`config.mk`:
```
export PLATFORM = sky130hd
export DESIGN_NAME = pos_rx_deframer
export DESIGN_NICKNAME = d
export VERILOG_FILES = /design/src/rtl/pos_rx_deframer.sv
export SDC_FILE = /design/constraint.sdc
export NUM_CORES = 1
export LEC_CHECK = 0
export CAP_MARGIN = 20
export CORE_ASPECT_RATIO = 1.75
export CORE_MARGIN = 2
export CORE_UTILIZATION = 47
export CTS_CLUSTER_DIAMETER = 40
export DETAILED_ROUTE_END_ITERATION = 16
export PLACE_DENSITY = 0.7
export SLEW_MARGIN = 20
export SYNTH_ARGS = -nofsm -noshare
export SYNTH_HDL_FRONTEND = slang
export SYNTH_SLANG_ARGS = --single-unit
```
`constraint.sdc`:
```
create_clock -name clk -period 2.2 [get_ports clk]
set_input_delay 0.22 -clock clk [delete_from_list [all_inputs] [get_ports clk]]
set_output_delay 0.22 -clock clk [all_outputs]
set_load 0.005 [all_outputs]
```
`src/rtl/pos_rx_deframer.sv`:
```
// Position receive deframer: hunts a SYNC_COUNT x SYNC_BYTE header, then assembles 10-bit X/Y from 4 payload bytes.
// Optional range rejection of X > X_MAX / Y > Y_MAX is enabled by defining POS_RX_RANGE_CHECK_EN.
module pos_rx_deframer #(
    parameter logic [7:0]  SYNC_BYTE      = 8'hFF,
    parameter int unsigned SYNC_COUNT     = 4,
    parameter int unsigned TIMEOUT_CYCLES = 60000,
    parameter int unsigned X_MAX          = 639,
    parameter int unsigned Y_MAX          = 479
) (
    input  logic       clk,
    input  logic       rst,
    input  logic [7:0] rx_data,
    input  logic       rx_done,
    output logic [9:0] x_pos_out,
    output logic [9:0] y_pos_out,
    output logic       pos_valid,
    output logic       frame_err,
    output logic       sync_locked
);

    localparam int unsigned TMO_W = $clog2(TIMEOUT_CYCLES + 1);

    typedef enum logic [2:0] {
        HUNT = 3'd0,
        X_LO = 3'd1,
        X_HI = 3'd2,
        Y_LO = 3'd3,
        Y_HI = 3'd4
    } state_t;

    state_t           state_q, state_d;
    logic [3:0]       sync_cnt_q, sync_cnt_d;
    logic [TMO_W-1:0] tmo_q, tmo_d;
    logic [7:0]       x_lo_q, x_lo_d;
    logic [1:0]       x_hi_q, x_hi_d;
    logic [7:0]       y_lo_q, y_lo_d;
    logic [9:0]       x_pos_q, x_pos_d;
    logic [9:0]       y_pos_q, y_pos_d;
    logic             pos_valid_q, pos_valid_d;
    logic             frame_err_q, frame_err_d;
    logic             locked_q, locked_d;
    logic             hi_bad;
    logic [9:0]       x_asm;
    logic [9:0]       y_asm;

`ifndef POS_RX_RANGE_CHECK_EN
    logic unused_range;
    assign unused_range = ^{10'(X_MAX), 10'(Y_MAX)};
`endif

    // Next-state, hold-register and output computation.
    always_comb begin
        state_d     = state_q;
        sync_cnt_d  = sync_cnt_q;
        tmo_d       = tmo_q;
        x_lo_d      = x_lo_q;
        x_hi_d      = x_hi_q;
        y_lo_d      = y_lo_q;
        x_pos_d     = x_pos_q;
        y_pos_d     = y_pos_q;
        pos_valid_d = 1'b0;
        frame_err_d = 1'b0;
        locked_d    = locked_q;
        hi_bad      = |rx_data[7:2];
        x_asm       = {x_hi_q, x_lo_q};
        y_asm       = {rx_data[1:0], y_lo_q};

        if (rx_done) begin
            // A strobe always wins over a coincident timeout.
            tmo_d = '0;
            case (state_q)
                HUNT: begin
                    if (rx_data == SYNC_BYTE) begin
                        if (sync_cnt_q >= 4'(SYNC_COUNT - 1)) begin
                            sync_cnt_d = 4'd0;
                            state_d    = X_LO;
                        end else begin
                            sync_cnt_d = sync_cnt_q + 4'd1;
                        end
                    end else begin
                        sync_cnt_d = 4'd0;
                    end
                end
                X_LO: begin
                    x_lo_d  = rx_data;
                    state_d = X_HI;
                end
                X_HI: begin
                    if (hi_bad) begin
                        frame_err_d = 1'b1;
                        locked_d    = 1'b0;
                        state_d     = HUNT;
                    end else begin
                        x_hi_d  = rx_data[1:0];
                        state_d = Y_LO;
                    end
                end
                Y_LO: begin
                    y_lo_d  = rx_data;
                    state_d = Y_HI;
                end
                Y_HI: begin
                    state_d = HUNT;
                    if (hi_bad) begin
                        frame_err_d = 1'b1;
                        locked_d    = 1'b0;
`ifdef POS_RX_RANGE_CHECK_EN
                    end else if ((x_asm > 10'(X_MAX)) || (y_asm > 10'(Y_MAX))) begin
                        frame_err_d = 1'b1;
                        locked_d    = 1'b0;
`endif
                    end else begin
                        x_pos_d     = x_asm;
                        y_pos_d     = y_asm;
                        pos_valid_d = 1'b1;
                        locked_d    = 1'b1;
                    end
                end
                default: begin
                    state_d    = HUNT;
                    sync_cnt_d = 4'd0;
                end
            endcase
        end else begin
            if (tmo_q != TMO_W'(TIMEOUT_CYCLES)) begin
                tmo_d = tmo_q + TMO_W'(1);
            end else begin
                tmo_d = tmo_q;
            end
            // Act only on the cycle the counter reaches the limit, not while saturated.
            if (tmo_q == TMO_W'(TIMEOUT_CYCLES - 1)) begin
                if (state_q != HUNT) begin
                    frame_err_d = 1'b1;
                    locked_d    = 1'b0;
                    state_d     = HUNT;
                    sync_cnt_d  = 4'd0;
                end else if (sync_cnt_q != 4'd0) begin
                    locked_d   = 1'b0;
                    sync_cnt_d = 4'd0;
                end else begin
                    locked_d = locked_q;
                end
            end else begin
                state_d = state_q;
            end
        end
    end

    // State and output registers with synchronous reset.
    always_ff @(posedge clk) begin
        if (rst) begin
            state_q     <= HUNT;
            sync_cnt_q  <= 4'd0;
            tmo_q       <= '0;
            x_lo_q      <= 8'd0;
            x_hi_q      <= 2'd0;
            y_lo_q      <= 8'd0;
            x_pos_q     <= 10'd0;
            y_pos_q     <= 10'd0;
            pos_valid_q <= 1'b0;
            frame_err_q <= 1'b0;
            locked_q    <= 1'b0;
        end else begin
            state_q     <= state_d;
            sync_cnt_q  <= sync_cnt_d;
            tmo_q       <= tmo_d;
            x_lo_q      <= x_lo_d;
            x_hi_q      <= x_hi_d;
            y_lo_q      <= y_lo_d;
            x_pos_q     <= x_pos_d;
            y_pos_q     <= y_pos_d;
            pos_valid_q <= pos_valid_d;
            frame_err_q <= frame_err_d;
            locked_q    <= locked_d;
        end
    end

    assign x_pos_out   = x_pos_q;
    assign y_pos_out   = y_pos_q;
    assign pos_valid   = pos_valid_q;
    assign frame_err   = frame_err_q;
    assign sync_locked = locked_q;

endmodule

```
==> reports/qor.tcl, run 1 <==
set qor(run_status) {complete, no violations}
set qor(synthesis.nets) 329
set qor(post_synth_mux_area_share_pct) 4.96
set qor(timing.final.setup_violations) 0
set qor(cp-end-kind) {flip-flop}
set qor(area_growth_syn_to_layout_pct) 25.7
set qor(max_freq_mhz) 558
set qor(dp_hpwl_mm) 4.06
set qor(first_global_vias) 2051
set qor(cts.clk_slew.worst_paths_ns) 0.07
set qor(dp.cells) 417
set qor(total_power_mw) 2.45
set qor(ys_seq_elements) 64
set qor(numPortBuffers) 33
set qor(drc_errors) 0
set qor(post_drt_wl_per_cell_um) 13.0
set qor(synth.yosys.warnings) 0
set qor(drt_iter0_markers) 99
set qor(cts.htree.levels) 3
set qor(top_area_cell_type_share_of_the_netlist_area_pct) 48.8
set qor(placeableCoreArea_um2) 5500
set qor(grt_setup_unrepaired) {no}
set qor(worst_skew_pair_later_pin_latency_ns) 0.34
set qor(r2r_cell_count) 5
set qor(post_cts_resize_count) 0
set qor(worst_path_max_delay_cell) {sky130_fd_sc_hd__or3_4}
set qor(antenna_left) 0
set qor(num-nets-final) 367
set qor(place.gp.congestion) 0.870
set qor(floorplan.die_area_um2) 6220
set qor(clock_tree.root_cell) {sky130_fd_sc_hd__clkbuf_8}
set qor(crit_arrival_ns) 2.01
set qor(synth_simple_gate_area_share_pct) 26.7
set qor(yosys.area_share.adder_pct) 1.91
set qor(worstHoldPathType) {flip-flop to flip-flop}
set qor(slew_headroom_pct) 63.3
set qor(max-vdd-ir-drop_mv) 0.531
set qor(floorplan.io_pins) 34
set qor(tritoncts) {built}
set qor(wire_length_of_the_first_global_routing_pass_mm) 9.04
set qor(fin_area_um2) 3300
set qor(cts_sinks) 64
set qor(critical_path.startpoint) {tmo_q[7]}
set qor(pwr_density_cell_nw_per_um2) 743
set qor(final_min_period_over_clock_period_pct) 81.5
set qor(maximum_number_of_pins_on_one_net_before_global_route_repair) 31
set qor(drv.max_cap_violation_count) 0
set qor(drive_gt1_share_pct) 8.12
set qor(synth_compound_area_share_pct) 10.4
set qor(post_synth_xor_area_fraction_pct) 3.67
set qor(critPathMaxFanout) 5
set qor(maxUsedRoutingLayer) {met4}
set qor(dpl-instance-area_um2) 3060
set qor(global_route.overflow_total) 0
set qor(number_of_max_slew_violations_in_the_final_report) 0
set qor(std_cell_rows) 36
set qor(number_of_hold_violations_in_the_final_report) 0
set qor(cp_top_family) {simple AND/OR/NAND/NOR gates}
set qor(dr_total_vias) 2222
set qor(regToRegStartpoint) {tmo_q[7]}
set qor(final_tns_setup_ns) 0
set qor(setup.worst_path.end) {sync_cnt_q[0]}
set qor(route.met3.wl_um) 191
set qor(critical_path_class) {flip-flop to flip-flop}
set qor(setup.reg_to_reg.worst_slack_ns) 0.41
set qor(cts_inserted_buffers) 9
set qor(antennaDiodeCount) 0
set qor(clock_skew_ns) 0.00503
set qor(met2RoutedLength_mm) 3.11
set qor(grt_antenna_before_repair) 0
set qor(cp-start-kind) {flip-flop}
set qor(yosysSeqAreaShare_pct) 48.8
set qor(chipHeight_um) 103
set qor(route.final.wire_length_mm) 5.63
set qor(worst-slew-pin-transition_ns) 0.550
set qor(avgSynthCellArea_um2) 8.36
set qor(post_layout_nonfiller_instances) 433
set qor(cts_hold_repair.buffers) 0
set qor(route.detailed.vias_per_inst) 5.13
set qor(cp_num_buf_inv) 0
set qor(synth.top_cells.by_area) {sky130_fd_sc_hd__dfxtp_1 49%, sky130_fd_sc_hd__nand2_1 9.6%, sky130_fd_sc_hd__a21oi_1 6.5%}
set qor(unique_cell_type_count_in_the_yosys_netlist) 37
set qor(wirelength_met1_mm) 2.22
set qor(static-leakage-power_nw) 1.15
set qor(initial_utilization_pct) 47.8
set qor(synth_cells) 314
set qor(mappedNetlistArea_um2) 2630
set qor(finalCriticalPeriod_ns) 1.79
set qor(grt_use_total_pct) 19.7
set qor(critical_path_required_ns) 2.42
set qor(max-clock-path-buffers) 2
set qor(yosys.area.top_type) {sky130_fd_sc_hd__dfxtp_1}
set qor(cp.depth) 5
set qor(die_width_um) 60.5
set qor(timing.critical_path.cells) {nor4b_2 > nand3_1 > or3_4 > o31ai_2 > mux2i_1}
set qor(postCtsSetupBuffers) 0
set qor(reg2reg_to) {sync_cnt_q[0]}
set qor(slowest_delay_ns) 0.42
set qor(detailedRoute.firstPassIterationCount) 4
set qor(main_combinational_cell_family_by_area_after_synthesis) {simple AND/OR/NAND/NOR gates}
[placed cells by master, fill, tap and decap left out, types with 3 or more instances in the layout]
cell type,netlist,final
sky130_fd_sc_hd__dfxtp_1,64,64
sky130_fd_sc_hd__ha_1,4,4
sky130_fd_sc_hd__or3_1,4,4
sky130_fd_sc_hd__nor2_1,34,34
sky130_fd_sc_hd__a21oi_1,34,34
sky130_fd_sc_hd__clkbuf_8,0,9
sky130_fd_sc_hd__bufinv_16,0,3
sky130_fd_sc_hd__and4_1,4,4
sky130_fd_sc_hd__nand4_1,4,4
sky130_fd_sc_hd__o21ai_0,4,4
sky130_fd_sc_hd__xor2_1,10,10
sky130_fd_sc_hd__nand2b_1,4,4
sky130_fd_sc_hd__mux2i_1,13,13
sky130_fd_sc_hd__inv_1,10,10
sky130_fd_sc_hd__nand3_1,13,13
sky130_fd_sc_hd__and3_1,5,5
sky130_fd_sc_hd__nand2_1,67,67
sky130_fd_sc_hd__buf_4,0,8
sky130_fd_sc_hd__clkdlybuf4s50_1,0,33
[Yosys cell counts]
cell and n:
sky130_fd_sc_hd__o31ai_2 1, sky130_fd_sc_hd__and2_1 2, sky130_fd_sc_hd__ha_1 4, sky130_fd_sc_hd__nand3b_1 2
sky130_fd_sc_hd__nor4b_2 1, sky130_fd_sc_hd__xnor2_1 1, sky130_fd_sc_hd__nand2_1 67, sky130_fd_sc_hd__o22ai_1 2
sky130_fd_sc_hd__nor2_2 1, sky130_fd_sc_hd__a21oi_1 34, sky130_fd_sc_hd__or3b_2 1, sky130_fd_sc_hd__mux2i_1 13
sky130_fd_sc_hd__o21a_1 1, sky130_fd_sc_hd__nand3_1 13, sky130_fd_sc_hd__o311ai_0 1, sky130_fd_sc_hd__nand2b_1 4
sky130_fd_sc_hd__nand4_1 4, sky130_fd_sc_hd__or3_4 1, sky130_fd_sc_hd__o31ai_1 1, sky130_fd_sc_hd__or4_1 2
sky130_fd_sc_hd__a32o_1 1, sky130_fd_sc_hd__and3_1 5, sky130_fd_sc_hd__nor3_1 2, sky130_fd_sc_hd__or3_1 4
sky130_fd_sc_hd__and4b_1 1, sky130_fd_sc_hd__xor2_1 10, sky130_fd_sc_hd__inv_1 10, sky130_fd_sc_hd__o41ai_1 1
sky130_fd_sc_hd__dfxtp_1 64, sky130_fd_sc_hd__buf_2 1, sky130_fd_sc_hd__nor2b_1 2, sky130_fd_sc_hd__o211ai_1 1
sky130_fd_sc_hd__o2111ai_1 1, sky130_fd_sc_hd__and4_1 4, sky130_fd_sc_hd__o21ai_0 4, sky130_fd_sc_hd__nor2_1 34
sky130_fd_sc_hd__clkbuf_1 13
[worst reg2reg max path: cells and delay by family (launching register included)]
kind            cells  cell delay [ns]
simple gates        3             0.85
flops               1             0.36
mux                 1             0.12
compound gates      1             0.34
[state kept, by name (all words and copies together) (netlist names)]
name / count
x_lo_q: 8
x_pos_out: 10
tmo_q: 16
sync_locked: 1
y_pos_out: 10
pos_valid: 1
x_hi_q: 2
y_lo_q: 8
sync_cnt_q: 4
state_q: 3
frame_err: 1
[per-layer routing]
metal  up-vias  GRT usage (%)
met3         9           5.77
met4         0           10.5
li1       1137              -
met1      1034           18.6
met2        42           36.7
met5         -              0
[metrics by stage]
step / utilization, % / hold slack (ns) / setup WS [ns]
after detailed placement: 55.6 / 0.419 / 0.379
final: 60.1 / 0.429 / 0.408
after global placement: 55.6 / 0.415 / 0.370
after floorplan: - / 0.356 / 0.602
after global routing: 60.1 / 0.442 / 0.270
after CTS: 60.1 / 0.430 / 0.365
[worst min path at each step]
stage,startpoint,slack (ns),depth (start not counted),to
finish,sync_cnt_q[2],0.43,2,sync_cnt_q[2]
global route,sync_cnt_q[3],0.44,2,sync_cnt_q[3]
CTS,sync_cnt_q[3],0.43,2,sync_cnt_q[3]
detailed placement,sync_cnt_q[3],0.42,2,sync_cnt_q[3]
global placement,sync_cnt_q[3],0.42,2,sync_cnt_q[3]
floorplan,rx_data[0],0.36,2,y_lo_q[0]
[cell families (layout without fill, tap and decap cells)]
family / count (synthesis) / after routing
adders and majority gates: 4 / 4
xor gates and xnor gates: 11 / 11
muxes: 13 / 13
buffers and inverters: 24 / 67
DFF: 64 / 64
AOI/OAI and AO/OA: 48 / 48
and+or+nand+nor: 150 / 150
[power breakdown]
| group | switching [mW] | internal [mW] | leakage (nW) |
|---|---|---|---|
| Clock | 0.460 | 0.753 | 0.119 |
| Combinational | 0.0442 | 0.0316 | 0.519 |
| Sequential | 0.00218 | 1.16 | 0.515 |
[area by class of cell]
| type | instances | area [um^2] |
|---|---|---|
| clock buffers | 9 | 124 |
| clock inverters | 7 | 120 |
| fillers | 517 | 2190 |
| inverters | 10 | 37.5 |
| multi-input cells | 226 | 1250 |
| flip-flops and latches | 64 | 1280 |
| well taps | 76 | 95.1 |
| repair buffers | 41 | 390 |
(Power assumes the default switching activity.)
==> inputs of run 2 (changes only) <==
Clock period 2.2 ns to 1.78 ns, I/O delays scaled along.
==> run 2 against run 1 <==
Power is 23% higher; cell count is 3.5% higher; die area stayed put; setup slack worse by 0.32 ns; routed wire length is 1.8% higher; register-to-register slack worse by 0.32 ns; clock-buffer cell count is 1 higher; flip-flop and latch count stayed put; cell area is 3.9% higher; utilization is 2.4 points higher; clock power is 22% higher; critical path type unchanged; critical endpoint is now state_q[1].
==> reports/qor.tcl, run 2 (synthesis results as in run 1) <==
set qor(number_of_hold_violations_in_the_final_report) 0
set qor(post_drt_wl_per_cell_um) 12.8
set qor(dpl-instance-area_um2) 3180
set qor(clock_tree.root_cell) {sky130_fd_sc_hd__clkbuf_8}
set qor(dp_hpwl_mm) 4.16
set qor(run_status) {complete, no violations}
set qor(placeableCoreArea_um2) 5500
set qor(net-switching-power_mw) 0.609
set qor(first_global_vias) 2029
set qor(max-clock-path-buffers) 2
set qor(final_min_period_over_clock_period_pct) 95.0
set qor(critPathMaxFanout) 6
set qor(std_cell_rows) 36
set qor(critical_path_class) {flip-flop to flip-flop}
set qor(cts_inserted_buffers) 9
set qor(setup.reg_to_reg.worst_slack_ns) 0.09
set qor(final_tns_setup_ns) 0
set qor(crit_arrival_ns) 1.92
set qor(final_common_cell) {sky130_fd_sc_hd__nand2_1}
set qor(worst_skew_pair_later_pin_latency_ns) 0.34
set qor(cts_sinks) 64
set qor(cts_hold_repair.buffers) 0
set qor(postCtsSetupBuffers) 0
set qor(power_frac_seq_pct) 47.7
set qor(p_sw_share_pct) 20.2
set qor(slew_headroom_pct) 63.2
set qor(drc_errors) 0
set qor(route.final.wire_length_mm) 5.74
set qor(wire_length_of_the_first_global_routing_pass_mm) 9.05
set qor(detailedRoute.firstPassIterationCount) 4
set qor(drt_iter0_markers) 102
set qor(static-leakage-power_nw) 1.23
set qor(chipHeight_um) 103
set qor(most-common-layout-cells) {67 x sky130_fd_sc_hd__nand2_1, 63 x sky130_fd_sc_hd__dfxtp_1, 34 x sky130_fd_sc_hd__a21oi_1}
set qor(route.detailed.vias_per_inst) 5.04
set qor(cp-end-kind) {flip-flop}
set qor(die_width_um) 60.5
set qor(critical_path.startpoint) {tmo_q[12]}
set qor(drive_gt1_share_pct) 12.4
set qor(initial_utilization_pct) 47.8
set qor(pwr_density_cell_nw_per_um2) 878
set qor(largest_reg_flops) 16
set qor(floorplan.io_pins) 34
set qor(worst-slew-pin-transition_ns) 0.548
set qor(combPwrFrac_pct) 3.4
set qor(r2r_cell_count) 6
set qor(area_growth_syn_to_layout_pct) 30.7
set qor(antennaDiodeCount) 0
set qor(cts.clk_slew.worst_paths_ns) 0.06
set qor(cellInternalPower_mw) 2.40
set qor(dr_total_vias) 2258
set qor(critical_path_required_ns) 2.01
set qor(global_route.overflow_total) 0
set qor(dp.cells) 432
set qor(tritoncts) {built}
set qor(worstHoldPathType) {flip-flop to flip-flop}
set qor(min-delay-start) {sync_cnt_q[3]}
set qor(max_freq_mhz) 591
set qor(post_layout_nonfiller_instances) 448
set qor(reg2reg_to) {state_q[1]}
set qor(grt_antenna_before_repair) 0
set qor(numPortBuffers) 33
set qor(antenna_left) 0
set qor(num-nets-final) 382
set qor(fin_area_um2) 3430
set qor(place.gp.congestion) 0.796
set qor(number_of_max_slew_violations_in_the_final_report) 0
set qor(finalCriticalPeriod_ns) 1.69
set qor(clock_skew_ns) 0.00778
set qor(grt_use_total_pct) 20.0
set qor(regToRegStartpoint) {tmo_q[12]}
set qor(timing.final.setup_violations) 0
set qor(min_to) {sync_cnt_q[3]}
set qor(floorplan.die_area_um2) 6220
set qor(whs_path_depth) 2
set qor(max-vdd-ir-drop_mv) 0.706
set qor(cp-start-kind) {flip-flop}
set qor(drv.max_cap_violation_count) 0
set qor(power.share.clock_pct) 49.0
set qor(top_register) {tmo_q}
set qor(cts.htree.levels) 3
set qor(maximum_number_of_pins_on_one_net_before_global_route_repair) 17
-- run 2: stage by stage --
| stage | hold WS (ns) | power (mW) | utilization, % | worst slack [ns] |
|---|---|---|---|---|
| final | 0.430 | 3.01 | 62.4 | 0.0890 |
| after global routing | 0.443 | 3.11 | 62.4 | -0.00946 |
| after CTS | 0.433 | 3.04 | 62.2 | 0.0463 |
| after detailed placement | 0.424 | 1.57 | 57.9 | 0.0750 |
| after global placement | 0.421 | 1.57 | 57.9 | 0.0799 |
| after floorplan | 0.314 | 1.51 | - | 0.182 |
-- run 2: routing by layer --
layer / GRT usage [%] / share of wire, % / wire (um)
met5: 0 / 0 / 0
met2: 36.7 / 54 / 3100
met3: 6.02 / 2.9 / 169
met1: 20.0 / 40 / 2310
met4: 9.03 / 2.8 / 159
-- run 2: layout make-up --
| class | count | area (um^2) |
|---|---|---|
| multi-input cells | 226 | 1260 |
| clock buffers | 10 | 128 |
| fillers | 511 | 2060 |
| inverters | 10 | 37.5 |
| repair buffers | 56 | 515 |
| clock inverters | 6 | 108 |
| well taps | 76 | 95.1 |
| flip-flops and latches | 64 | 1280 |
-- run 2: critical path: stages, from the launching register on --
cell                       delay (ns)
sky130_fd_sc_hd__dfxtp_1         0.35
sky130_fd_sc_hd__and4b_1         0.27
sky130_fd_sc_hd__nand3_1         0.10
sky130_fd_sc_hd__buf_4           0.16
sky130_fd_sc_hd__nor3_1          0.21
sky130_fd_sc_hd__o211ai_1        0.18
sky130_fd_sc_hd__a32o_1          0.30
-- run 2: worst max-delay path by stage --
stage                     to
6_report          state_q[1]
5_1_grt           state_q[1]
4_1_cts        sync_cnt_q[0]
3_5_place_dp   sync_cnt_q[0]
3_3_place_gp      state_q[1]
2_1_floorplan      frame_err
-- run 2: power by group through the flow --
stage	registers (mW)	logic (mW)	clock network, mW
final	1.44	0.101	1.48
after global routing	1.44	0.109	1.57
after CTS	1.44	0.0995	1.51
after detailed placement	1.47	0.0986	0
after global placement	1.47	0.0984	0
after floorplan	1.47	0.0411	0
-- run 2: repair_timing --
item	4_1_cts	5_1_grt
endpoints found under the setup margin	0	7
gates resized for setup	0	5
hold endpoints to repair	0	0
